[config.mk]
export PLATFORM = sky130hd
export DESIGN_NAME = pipe_stage_buf
export DESIGN_NICKNAME = d
export VERILOG_FILES = /design/src/rtl/pipe_pkg.sv /design/src/rtl/pipe_buf_mem.sv /design/src/rtl/pipe_stage_buf.sv
export SDC_FILE = /design/constraint.sdc
export NUM_CORES = 1
export LEC_CHECK = 0
export CAP_MARGIN = 20
export CORE_UTILIZATION = 32
export DETAILED_ROUTE_END_ITERATION = 12
export SLEW_MARGIN = 20
export SYNTH_ARGS = -nofsm -noshare
export SYNTH_HDL_FRONTEND = slang
export SYNTH_SLANG_ARGS = --single-unit
[constraint.sdc]
create_clock -name clk_i -period 2.8 [get_ports clk_i]
set_input_delay 0.56 -clock clk_i [delete_from_list [all_inputs] [get_ports clk_i]]
set_output_delay 0.56 -clock clk_i [all_outputs]
set_load 0.01 [all_outputs]
[src/rtl/pipe_pkg.sv]
// Shared definitions for pipeline stage buffers: occupancy sizing, saturating counter step,
// and the bubble instruction substituted for an invalid head.
package pipe_pkg;

    localparam logic [31:0] PIPE_NOP_INST = 32'hE1A00000;

    // Occupancy must represent 0..DEPTH inclusive, hence one bit more than the pointers.
    function automatic int unsigned occ_width(input int unsigned depth);
        return $clog2(depth) + 1;
    endfunction

    function automatic logic [31:0] sat_inc(input logic [31:0] val, input int unsigned width);
        logic [31:0] max_val;
        if (width >= 32) begin
            max_val = '1;
        end else begin
            max_val = (32'd1 << width) - 32'd1;
        end
        return (val >= max_val) ? val : val + 32'd1;
    endfunction

endpackage

[src/rtl/pipe_buf_mem.sv]
// DEPTH x WIDTH register array: one synchronous write port, one asynchronous read port.
// The array is deliberately unreset; validity is tracked by the owning buffer.
module pipe_buf_mem #(
    parameter int unsigned WIDTH = 32,
    parameter int unsigned DEPTH = 2
) (
    input  logic                     clk_i,
    input  logic                     we_i,
    input  logic [$clog2(DEPTH)-1:0] waddr_i,
    input  logic [WIDTH-1:0]         wdata_i,
    input  logic [$clog2(DEPTH)-1:0] raddr_i,
    output logic [WIDTH-1:0]         rdata_o
);

    logic [WIDTH-1:0] mem_q [DEPTH];

    always_ff @(posedge clk_i) begin
        if (we_i) begin
            mem_q[waddr_i] <= wdata_i;
        end
    end

    assign rdata_o = mem_q[raddr_i];

endmodule

[src/rtl/pipe_stage_buf.sv]
// In-order DEPTH-entry hand-off buffer between two pipeline stages using the valid/stall/flush
// protocol, with occupancy reporting and saturating stall/flush event counters.
module pipe_stage_buf
    import pipe_pkg::*;
#(
    parameter int unsigned WIDTH = 32,
    parameter int unsigned DEPTH = 2,
    parameter int unsigned CNT_W = 8
) (
    input  logic                         clk_i,
    input  logic                         reset_i,
    input  logic [WIDTH-1:0]             data_i,
    input  logic                         valid_i,
    output logic                         stall_o,
    input  logic                         flush_i,
    output logic                         flush_o,
    output logic [WIDTH-1:0]             data_o,
    output logic                         valid_o,
    input  logic                         stall_i,
    output logic [occ_width(DEPTH)-1:0]  occupancy_o,
    output logic [CNT_W-1:0]             stall_cnt_o,
    output logic [CNT_W-1:0]             flush_cnt_o
);

    localparam int unsigned PtrW = $clog2(DEPTH);
    localparam int unsigned OccW = occ_width(DEPTH);

    logic [PtrW-1:0]  wr_ptr_q, wr_ptr_d;
    logic [PtrW-1:0]  rd_ptr_q, rd_ptr_d;
    logic [OccW-1:0]  count_q, count_d;
    logic [CNT_W-1:0] stall_cnt_q, stall_cnt_d;
    logic [CNT_W-1:0] flush_cnt_q, flush_cnt_d;
    logic             push, pop;

    // Handshake outputs decode registered count only, so stall_o has no path from inputs.
    always_comb begin
        valid_o     = (count_q != '0);
        stall_o     = (count_q == OccW'(DEPTH));
        occupancy_o = count_q;
        flush_o     = flush_i;
        stall_cnt_o = stall_cnt_q;
        flush_cnt_o = flush_cnt_q;
    end

    assign push = valid_i & ~stall_o & ~flush_i;
    assign pop  = valid_o & ~stall_i & ~flush_i;

    always_comb begin
        wr_ptr_d = wr_ptr_q;
        rd_ptr_d = rd_ptr_q;
        count_d  = count_q;
        if (flush_i) begin
            wr_ptr_d = '0;
            rd_ptr_d = '0;
            count_d  = '0;
        end else begin
            if (push) begin
                wr_ptr_d = wr_ptr_q + PtrW'(1);
            end
            if (pop) begin
                rd_ptr_d = rd_ptr_q + PtrW'(1);
            end
            count_d = count_q + OccW'(push) - OccW'(pop);
        end
    end

    // Counters survive flush; only reset clears them.
    always_comb begin
        stall_cnt_d = stall_cnt_q;
        flush_cnt_d = flush_cnt_q;
        if (stall_o) begin
            stall_cnt_d = CNT_W'(sat_inc(32'(stall_cnt_q), CNT_W));
        end
        if (flush_i) begin
            flush_cnt_d = CNT_W'(sat_inc(32'(flush_cnt_q), CNT_W));
        end
    end

    always_ff @(posedge clk_i or negedge reset_i) begin
        if (!reset_i) begin
            wr_ptr_q    <= '0;
            rd_ptr_q    <= '0;
            count_q     <= '0;
            stall_cnt_q <= '0;
            flush_cnt_q <= '0;
        end else begin
            wr_ptr_q    <= wr_ptr_d;
            rd_ptr_q    <= rd_ptr_d;
            count_q     <= count_d;
            stall_cnt_q <= stall_cnt_d;
            flush_cnt_q <= flush_cnt_d;
        end
    end

    pipe_buf_mem #(
        .WIDTH (WIDTH),
        .DEPTH (DEPTH)
    ) u_mem (
        .clk_i   (clk_i),
        .we_i    (push),
        .waddr_i (wr_ptr_q),
        .wdata_i (data_i),
        .raddr_i (rd_ptr_q),
        .rdata_o (data_o)
    );

endmodule

==> key figures, run 1 <==
Clocking
  • Hold Buf Count CTS: 0
  • Clk pin slew, worst setup/hold paths: around 0.08 ns
  • Post-CTS Setup Repair Bufs: 0
  • Number of sinks handled by clock tree synthesis: 84
  • # resized after CTS: 0
  • Clock buffers created by TritonCTS: 9
  • H-tree levels: 3
  • Clk Latency, worst-skew pair: 0.34 ns
  • Maximum buffer depth of the clock tree: 2
  • TritonCTS clock tree: built
  • Clk root buf: clkbuf_8

Global routing
  • Total global routing overflow: 0
  • Pin count of the biggest net entering global routing: 33
  • First-pass GRT wire length: between 9000 and 10000 um
  • Antenna violations before repair: 0
  • Global routing usage summed across all routing layers: 11.8%
  • Number of global-route vias before repair: approximately 2000

Placement
  • Half-perimeter wire length after placement: about 3800 um
  • Total of buffers placed on input and output ports: slightly below 90
  • Weighted congestion at the end of routability-driven global placement: around 0.74
  • Setup Slack @ Placement: roughly 0.53 ns

Synth
  • Mean instance size in the synthesized netlist: around 17 um^2
  • Count of cell types in the netlist: 31
  • Number of enable-type register cells in the synthesized netlist: 64
  • Fraction of registers with async set/reset: approximately a quarter
  • Fraction of the mapped netlist area in simple logic gates: 6.36%
  • Register area share after synthesis: roughly 73%
  • Fraction of the mapped netlist area in compound gates: under 10%
  • Largest family of logic cells by synthesized area: multiplexers
  • Adder and majority gate portion of the synthesized area: 1.51%
  • Cells after synthesis: between 150 and 200
  • Net count after synthesis: between 200 and 250
  • Cell Area, Synth: 0.00331 mm^2
  • Xor-xnor portion of the synthesized cell area: under 10%
  • #FFs+latches synth: 84
  • Mux contribution to synthesized area: between 10 and 15%
  • Commonest register cell after synthesis: edfxtp_1
  • Syn. warnings: 0

Power
  • Pleak: about 1.6 nW
  • Largest voltage drop on the vdd net: approximately 0.44 mV
  • Areal power density over the cells: 736 mW/mm^2

Timing
  • Count of final setup violators: 0
  • Unrepaired setup endpoints after global routing: no
  • Setup clock skew after layout: 0.0103 ns
  • Final worst setup slack: 0.385 ns
  • Maximum clock frequency: 414 MHz
  • Pins over their slew limit: 0
  • Final Hold Vio Count: 0
  • Worst slew pin tran: 0.267 ns
  • Relative slew margins: 82.2%
  • Post-layout minimum cycle time: approximately 2.4 ns
  • Post-route clock period utilization: a little under nine tenths

Floorplanning
  • Num rows: 36
  • Vertical die dimension: 104 um
  • Initial core utilization: between 30 and 40%
  • Die W: just over 100 um
  • Core Footprint: around 0.0099 mm^2
  • Ports placed on the boundary: 90
  • Overall die area: roughly 0.011 mm^2

Layout
  • Most used cells in the layout excluding fill and tap cells: clkdlybuf4s50_1 (89), edfxtp_1 (64), mux2_2 (35)
  • Filler Cells Inserted: around 900
  • Post-synthesis to final-layout area growth: 40.0%
  • Post-layout utilization of the core: a little under half
  • Diode count: 0
  • Fraction of final layout cells with drive strength greater than 1: between 20% and 30%
  • Most common cell after layout, fill and taps aside: clkdlybuf4s50_1
  • Final-stage net count: 337

Flow run
  • Number of max-cap violations: 0

Critical path
  • R2r startpoint: occupancy_o[0]
  • CP endpoint kind: output port
  • Data arrival time of the critical path: 1.86 ns
  • Depth of the worst register-to-register path: 8
  • WS Path Type: reg -> out
  • Type of origin of the critical path: flip-flop
  • Required time of the critical path: between 2 and 2.5 ns
  • Endpoint of the worst-slack reg-to-reg timing path: occupancy_o[1]
  • Crit-path max FO: 32
  • Reg-to-reg setup timing slack: approximately 0.9 ns

Detailed routing
  • Detailed-route vias per instance: around 4.5
  • Total Wirelength: approximately 6100 um
  • First-pass iteration count of the detailed router: 4
  • DRC violation count after routing: 0
  • Antenna-violating nets left: 0
  • Total number of vias: ~2000
  • DRC violation total after the first TritonRoute iteration: 54
  • Wirelength per Cell: about 14 um

Worst hold path
  • Depth of the worst hold-timing path: 1
  • Hold WC Path Type: reg -> reg
  • Hold endpoint: stall_cnt_o[5]
  • Startpoint of the tightest hold check path: stall_cnt_o[5]

Outcome
  • Outcome: finished, final reports clean
area by class of cell:
| class | instances | area (um^2) | share of cell area, % |
|---|---|---|---|
| Sequential cell | 84 | 2420 | 52.4 |
| Timing Repair Buffer | 94 | 966 | 20.9 |
| Multi-Input combinational cell | 102 | 848 | 18.3 |
| Tap cell | 133 | 166 | 3.60 |
| Clock buffer | 9 | 124 | 2.68 |
| Clock inverter | 7 | 81.3 | 1.76 |
| Inverter | 5 | 18.8 | 0.406 |
worst max-delay path by stage:
stage / depth (start not counted) / end / from / slack [ns]
finish: 3 / data_o[21] / rd_ptr_q / 0.38
global route: 3 / data_o[21] / rd_ptr_q / 0.30
CTS: 3 / data_o[21] / rd_ptr_q / 0.35
detailed placement: 8 / occupancy_o[1] / valid_i / 0.53
global placement: 7 / occupancy_o[0] / valid_i / 0.54
floorplan: 3 / u_mem.mem_q[0][0] / flush_i / -0.02
synth_stat cells, types with 2 or more instances:
library cell | number | area share, %
nor2b_1 | 2 | 0.38
nand4_1 | 2 | 0.38
nand2_1 | 7 | 0.79
nand3_1 | 6 | 0.91
buf_2 | 4 | 0.61
xnor2_1 | 8 | 2.1
ha_1 | 4 | 1.5
inv_1 | 5 | 0.57
dfrtp_1 | 20 | 15
and4_1 | 2 | 0.53
mux2_2 | 35 | 12
nor2_1 | 10 | 1.1
nand2b_1 | 2 | 0.38
edfxtp_1 | 64 | 58
nor3_1 | 2 | 0.30
o21ai_0 | 2 | 0.30
a21oi_1 | 8 | 1.2
metrics by stage:
stage	cell area, um^2	power [mW]	setup TNS (ns)	cells	hold slack, ns
2_1_floorplan	3310	2.06	-1.03	197	0.264
3_3_place_gp	4420	2.55	0	418	0.486
5_1_grt	4630	3.58	0	434	0.519
3_5_place_dp	4420	2.56	0	418	0.485
4_1_cts	4630	3.46	0	434	0.506
6_report	4630	3.40	0	434	0.503
where the power goes:
group          switching, mW  total [mW]  internal [mW]
clock network          0.451       0.875          0.424
registers              0.139        1.64           1.50
logic                  0.360       0.887          0.527
total                  0.950        3.40           2.45
cells by family (layout without fill, tap and decap cells):
kind of cell               Yosys count  after routing
AOI/OAI and AO/OA                   13             13
and+or+nand+nor                     39             39
buffers and inverters               11            115
DFF                                 84             84
adders and majority gates            4              4
xor gates and xnor gates             9              9
muxes                               37             37
worst max-delay path: stages (launching register included):
cell and delay (ns):
dfrtp_1 0.41, buf_12 0.23, mux2_2 0.37, clkdlybuf4s50_1 0.51
layer usage:
metal / share of wire (%) / global-route usage [%]
met5: 0 / 0
met4: 1.2 / 3.73
met3: 5.5 / 3.96
met2: 45 / 17.7
met1: 48 / 15.9
registers in the layout, summed over array words and instances, names as in the netlist:
register	count
stall_cnt_o	8
flush_cnt_o	8
occupancy_o	2
wr_ptr_q	1
rd_ptr_q	1
u_mem.mem_q	64
(Power assumes the default switching activity.)
==> inputs of run 2 (changes only) <==
- ABC_AREA: default -> 1
- MAX_ROUTING_LAYER: default -> met4
==> run 2 against run 1 <==
Compared with the run above: area after synthesis increased by 6.2%; clock-buffer cell count unchanged; utilization decreased by 0.91 points; clock power decreased by 9.5%; fmax decreased by 4.3%; sequential power decreased by 4%; via count increased by 26%; cell count increased by 29%; flip-flop and latch count unchanged; sequential share of layout area decreased by 1.8 points; critical path type unchanged.
==> key figures, run 2 <==
Timing
  • Setup clock skew after layout: ~0.0068 ns
  • Post-route clock period utilization: around 90%
  • Relative slew margins: about three fifths
  • Post-layout minimum cycle time: roughly 2.5 ns
  • Final Hold Vio Count: 0
  • Summed negative setup slack over all endpoints: 0 ns
  • Worst slew pin tran: ~0.61 ns
  • Pins over their slew limit: 0
  • Maximum clock frequency: 396 MHz
  • Unrepaired setup endpoints after global routing: no
  • Count of final setup violators: 0

Power
  • Clk pwr share: between 20 and 30%
  • Switching part of the total power: between 30% and 40%
  • Pleak: between 1.5 and 2 nW
  • Areal power density over the cells: 659 mW/mm^2
  • Share of power burned in registers: roughly 50%
  • Sw Pwr: around 950 uW
  • Largest voltage drop on the vdd net: just under 0.4 mV
  • Combinational group share of total power: between 20% and 30%
  • Internal power consumption: around 2.2 mW

Critical path
  • Cell occurring most often along the worst timing path: nand2_1
  • Endpoint of the worst-slack reg-to-reg timing path: occupancy_o[1]
  • Type of origin of the critical path: flip-flop
  • Crit-path max FO: 34
  • R2r startpoint: occupancy_o[0]
  • Required time of the critical path: between 2 and 2.5 ns
  • CP endpoint kind: output port
  • Data arrival time of the critical path: roughly 2.0 ns
  • Critical-path cell list: inv_2 > nand2_1 > nand2_1 > clkdlybuf4s50_1
  • CP max stage delay: between 0.5 and 0.6 ns
  • Cell with the largest stage delay on the worst path: clkdlybuf4s50_1
  • Reg-to-reg setup timing slack: between 0.9 and 1 ns
  • Largest delay contributor family on the critical path: buffers and inverters
  • WS Path Type: reg -> out
  • Bufs and invs on worst path: 2
  • Depth of the worst register-to-register path: 11

Flow run
  • Number of max-cap violations: 0

Synth
  • #FFs+latches synth: 84
  • Share of the synthesized area in the top cell type: a little over half
  • Mean instance size in the synthesized netlist: between 10 and 15 um^2
  • Register area share after synthesis: slightly below 70%
  • Count of cell types in the netlist: 27
  • Cell Area, Synth: 0.00351 mm^2
  • Cells after synthesis: around 330
  • Commonest register cell after synthesis: edfxtp_1
  • Most common library cells after synthesis: nand2_1 (151), edfxtp_1 (64), dfrtp_1 (20)
  • Post-synth top area cell: edfxtp_1
  • Syn. warnings: 0
  • Cell with the most instances after synthesis: nand2_1
  • Fraction of registers with async set/reset: between 20% and 30%
  • Net count after synthesis: ~370
  • Number of enable-type register cells in the synthesized netlist: 64
  • Top area cells in the synthesized netlist: edfxtp_1 (55%), nand2_1 (16%), dfrtp_1 (14%)

Layout
  • Diode count: 0
  • Reg with most FFs: u_mem.mem_q
  • Most used cells in the layout excluding fill and tap cells: nand2_1 (151), clkdlybuf4s50_1 (89), edfxtp_1 (64)
  • Final-stage net count: between 400 and 500
  • Count of non-filler cells in the finished layout: between 500 and 600
  • Flip-flop count of the largest register, all copies and words added: between 60 and 70
  • Most common cell after layout, fill and taps aside: nand2_1
  • Fraction of final layout cells with drive strength greater than 1: about a tenth
  • Post-synthesis to final-layout area growth: 36.4%
  • Filler Cells Inserted: approximately 990

Floorplanning
  • Die W: 107 um
  • Core Footprint: between 0.01 and 0.015 mm^2
  • Initial core utilization: approximately a third
  • Ports placed on the boundary: 90
  • Vertical die dimension: around 110 um
  • Overall die area: approximately 0.011 mm^2
  • Num rows: 37

Placement
  • Half-perimeter wire length after placement: 4640 um
  • Total of buffers placed on input and output ports: a little under 90
  • Weighted congestion at the end of routability-driven global placement: roughly 0.80
  • Placed insts: 546

Clocking
  • Number of sinks handled by clock tree synthesis: 84
  • Clk pin slew, worst setup/hold paths: approximately 0.09 ns
  • Clk root buf: clkbuf_8
  • TritonCTS clock tree: built
  • Post-CTS Setup Repair Bufs: 0
  • Maximum buffer depth of the clock tree: 2
  • Clock buffers created by TritonCTS: 9
  • Hold Buf Count CTS: 0
  • H-tree levels: 3
  • # resized after CTS: 0
  • Clk Latency, worst-skew pair: between 0.3 and 0.4 ns

Detailed routing
  • DRC violation total after the first TritonRoute iteration: 77
  • Total Wirelength: around 7100 um
  • Antenna-violating nets left: 0
  • First-pass iteration count of the detailed router: 4
  • Total number of vias: 2452
  • DRC violation count after routing: 0
  • Detailed-route vias per instance: ~4.4
  • Wirelength per Cell: roughly 13 um

Global routing
  • Number of global-route vias before repair: roughly 2300
  • First-pass GRT wire length: around 11000 um
  • Total global routing overflow: 0
  • Antenna violations before repair: 0
  • Global routing usage summed across all routing layers: 13.5%
  • Pin count of the biggest net entering global routing: 35

Worst hold path
  • Hold WC Path Type: in -> async

Outcome
  • Outcome: finished, final reports clean
run 2: how the worst max path moves through the flow:
stage	startpoint	to	slack, ns	cells past startpoint
finish	rd_ptr_q	data_o[24]	0.28	4
global route	rd_ptr_q	data_o[29]	0.07	4
CTS	rd_ptr_q	data_o[14]	0.22	4
detailed placement	flush_i	flush_o	0.39	2
global placement	flush_i	flush_o	0.39	2
floorplan	occupancy_o[0]	u_mem.mem_q[0][0]	0.17	6
run 2: per-stage QoR:
stage / hold WS (ns) / utilization [%] / setup slack, ns / power [mW] / instance area [um^2]
after global routing: 0.547 / 45.8 / 0.0659 / 3.35 / 4790
after global placement: 0.523 / 44.0 / 0.389 / 2.39 / 4610
after CTS: 0.531 / 45.8 / 0.223 / 3.21 / 4790
final: 0.535 / 45.8 / 0.276 / 3.15 / 4790
after detailed placement: 0.500 / 44.0 / 0.388 / 2.40 / 4610
after floorplan: 0.264 / - / 0.170 / 1.95 / 3520
run 2: cells by family (layout without fill, tap and decap cells):
kind of cell / Yosys count / after routing / share of synthesized area, %
AO/OA/AOI/OAI: 7 / 7 / 1.03
XOR/XNOR: 5 / 5 / 1.25
buffers and inverters: 32 / 133 / 3.78
AND/OR/NAND/NOR: 193 / 193 / 23.5
flip-flops: 84 / 84 / 69.0
adder cells (fa/ha/maj): 4 / 4 / 1.43
run 2: layout make-up:
cell class / count / area, um^2 / area share [%]
Timing Repair Buffer: 93 / 946 / 19.7
Clock inverter: 7 / 58.8 / 1.23
Clock buffer: 9 / 124 / 2.59
Multi-Input combinational cell: 209 / 976 / 20.4
Inverter: 24 / 92.6 / 1.93
Tap cell: 136 / 170 / 3.55
Sequential cell: 84 / 2420 / 50.6
run 2: power groups by stage:
stage	Clock [mW]	Combinational [mW]	Sequential (mW)
2_1_floorplan	0	0.339	1.61
3_3_place_gp	0	0.793	1.60
3_5_place_dp	0	0.798	1.60
4_1_cts	0.832	0.803	1.57
5_1_grt	0.885	0.871	1.59
6_report	0.792	0.790	1.57
run 2: layer usage:
| metal | vias to the layer above | track usage (%) | share of wire, % |
|---|---|---|---|
| met3 | 8 | 5.11 | 7.1 |
| met2 | 68 | 20.8 | 47 |
| met1 | 1125 | 16.4 | 45 |
| met4 | 0 | 4.40 | 0.70 |
| li1 | 1251 | - | - |
| met5 | - | - | 0 |
==> inputs of run 3 (changes only) <==
==> constraint.sdc (replaced) <==
create_clock -name clk_i -period 2.95 [get_ports clk_i]
set_input_delay 0.4425 -clock clk_i [delete_from_list [all_inputs] [get_ports clk_i]]
set_output_delay 0.4425 -clock clk_i [all_outputs]
set_load 0.01 [all_outputs]
==> run 3 against run 2 <==
Compared with the run above: clock power is 2.5% higher; global-route usage fell by 0.14 points; combinational power fell by 6.3%; via count unchanged; utilization fell by 0.084 points; cell count unchanged; largest cell class unchanged; highest routed layer unchanged.
==> key figures, run 3 (synthesis gave the netlist of run 2 again) <==
Detailed routing
  • Detailed-route vias per instance: between 4 and 5
  • First-pass iteration count of the detailed router: 4
  • DRC violation count after routing: 0
  • Antenna-violating nets left: 0
  • Total Wirelength: a little over 7000 um
  • Total number of vias: 2452
  • Wirelength per Cell: approximately 13 um
  • DRC violation total after the first TritonRoute iteration: 89

Placement
  • Total of buffers placed on input and output ports: 89
  • Setup Slack @ Placement: between 0.6 and 0.7 ns
  • Placed insts: 546
  • Half-perimeter wire length after placement: 4650 um
  • Weighted congestion at the end of routability-driven global placement: ~0.80

Critical path
  • Largest delay contributor family on the critical path: buffers and inverters
  • Required time of the critical path: roughly 2.5 ns
  • Depth of the worst register-to-register path: 7
  • Cell with the largest stage delay on the worst path: clkdlybuf4s50_1
  • Data arrival time of the critical path: between 1.5 and 2 ns
  • Cell occurring most often along the worst timing path: nand2_1
  • R2r startpoint: occupancy_o[0]
  • Endpoint of the worst-slack reg-to-reg timing path: u_mem.mem_q[0][30]
  • Type of origin of the critical path: flip-flop
  • CP max stage delay: between 0.5 and 0.6 ns
  • Setup crit start: rd_ptr_q
  • WS Path Type: reg -> out
  • Bufs and invs on worst path: 2
  • Reg-to-reg setup timing slack: roughly 1.1 ns
  • CP endpoint kind: output port
  • Critical-path cell list: inv_2 > nand2_1 > nand2_1 > clkdlybuf4s50_1
  • Crit-path max FO: 34
  • Worst setup path end: data_o[14]
  • Critical path depth: 4

Floorplanning
  • Initial core utilization: around a third
  • Num rows: 37
  • Die W: about 110 um
  • Core Footprint: between 0.01 and 0.015 mm^2
  • Overall die area: between 0.01 and 0.015 mm^2
  • Vertical die dimension: approximately 110 um
  • Ports placed on the boundary: 90

Timing
  • Final worst setup slack: 0.534 ns
  • Post-route clock period utilization: 81.9%
  • Hold Slack: 0.424 ns
  • Pins over their slew limit: 0
  • Unrepaired setup endpoints after global routing: no
  • Final Hold Vio Count: 0
  • Worst slew pin tran: 0.625 ns
  • Summed negative setup slack over all endpoints: 0 ns
  • Setup clock skew after layout: 0.00927 ns
  • Relative slew margins: about three fifths
  • Maximum clock frequency: roughly 410 MHz
  • Post-layout minimum cycle time: roughly 2.4 ns
  • Count of final setup violators: 0

Clocking
  • Clock buffers created by TritonCTS: 9
  • Maximum buffer depth of the clock tree: 2
  • Clk pin slew, worst setup/hold paths: approximately 0.090 ns
  • Clk Latency, worst-skew pair: between 0.3 and 0.4 ns
  • Clk root buf: clkbuf_8
  • H-tree levels: 3
  • TritonCTS clock tree: built
  • # resized after CTS: 0
  • Hold Buf Count CTS: 0
  • Post-CTS Setup Repair Bufs: 0
  • Number of sinks handled by clock tree synthesis: 84

Power
  • Share of power burned in registers: 49.0%
  • Internal power consumption: ~2.2 mW
  • Areal power density over the cells: between 600 and 700 mW/mm^2
  • Clk pwr share: 26.7%
  • Pleak: a little under 2 nW
  • Sw Pwr: approximately 900 uW
  • Switching part of the total power: between 20% and 30%
  • Combinational group share of total power: between 20 and 25%
  • Largest voltage drop on the vdd net: 0.356 mV

Flow run
  • Number of max-cap violations: 0

Layout
  • Reg with most FFs: u_mem.mem_q
  • Diode count: 0
  • Fraction of final layout cells with drive strength greater than 1: 8.92%
  • Flip-flop count of the largest register, all copies and words added: between 60 and 70
  • Count of non-filler cells in the finished layout: between 500 and 600
  • Post-synthesis to final-layout area growth: 36.1%
  • Most used cells in the layout excluding fill and tap cells: nand2_1 (151), clkdlybuf4s50_1 (89), edfxtp_1 (64)
  • Final-stage net count: approximately 460
  • Most common cell after layout, fill and taps aside: nand2_1

Global routing
  • Pin count of the biggest net entering global routing: 35
  • Global routing usage summed across all routing layers: a little over an eighth
  • Total global routing overflow: 0
  • Number of global-route vias before repair: around 2300
  • First-pass GRT wire length: about 11000 um
  • Antenna violations before repair: 0

Outcome
  • Outcome: finished, final reports clean

Worst hold path
  • Hold WC Path Type: in -> async
-- run 3: worst min-delay path by stage --
stage / slack [ns] / startpoint / depth (start not counted) / end
detailed placement: 0.51 / flush_cnt_o[5] / 2 / flush_cnt_o[5]
finish: 0.42 / reset_i / 2 / flush_cnt_o[7]
global route: 0.45 / reset_i / 2 / flush_cnt_o[6]
global placement: 0.52 / flush_cnt_o[5] / 2 / flush_cnt_o[5]
CTS: 0.41 / reset_i / 2 / flush_cnt_o[6]
floorplan: 0.15 / reset_i / 0 / flush_cnt_o[0]
-- run 3: layout make-up --
| cell class | instances | area (um^2) |
|---|---|---|
| clock buffer | 9 | 124 |
| clock inverter | 7 | 75.1 |
| fill | 1010 | 5680 |
| inverter | 24 | 92.6 |
| multi-input combinational | 209 | 976 |
| sequential | 84 | 2420 |
| tap | 136 | 170 |
| timing repair buffer | 93 | 921 |
-- run 3: metrics by stage --
step / power (mW) / utilization [%] / cell area, um^2
final: 3.04 / 45.7 / 4780
after global routing: 3.22 / 45.7 / 4780
after CTS: 3.09 / 45.7 / 4780
after detailed placement: 2.27 / 43.8 / 4580
after global placement: 2.26 / 43.8 / 4580
after floorplan: 1.85 / - / 3520
-- run 3: power by group through the flow --
stage	combinational, mW	sequential (mW)	clock [mW]
CTS	0.754	1.49	0.841
floorplan	0.322	1.53	0
global placement	0.746	1.51	0
finish	0.740	1.49	0.812
global route	0.817	1.51	0.888
detailed placement	0.749	1.52	0
-- run 3: per-layer routing --
layer	track usage [%]	vias up	wire, um
li1	-	1246	-
met3	3.95	9	485
met5	-	-	0
met4	5.87	0	104
met2	20.6	68	3220
met1	16.3	1129	3260
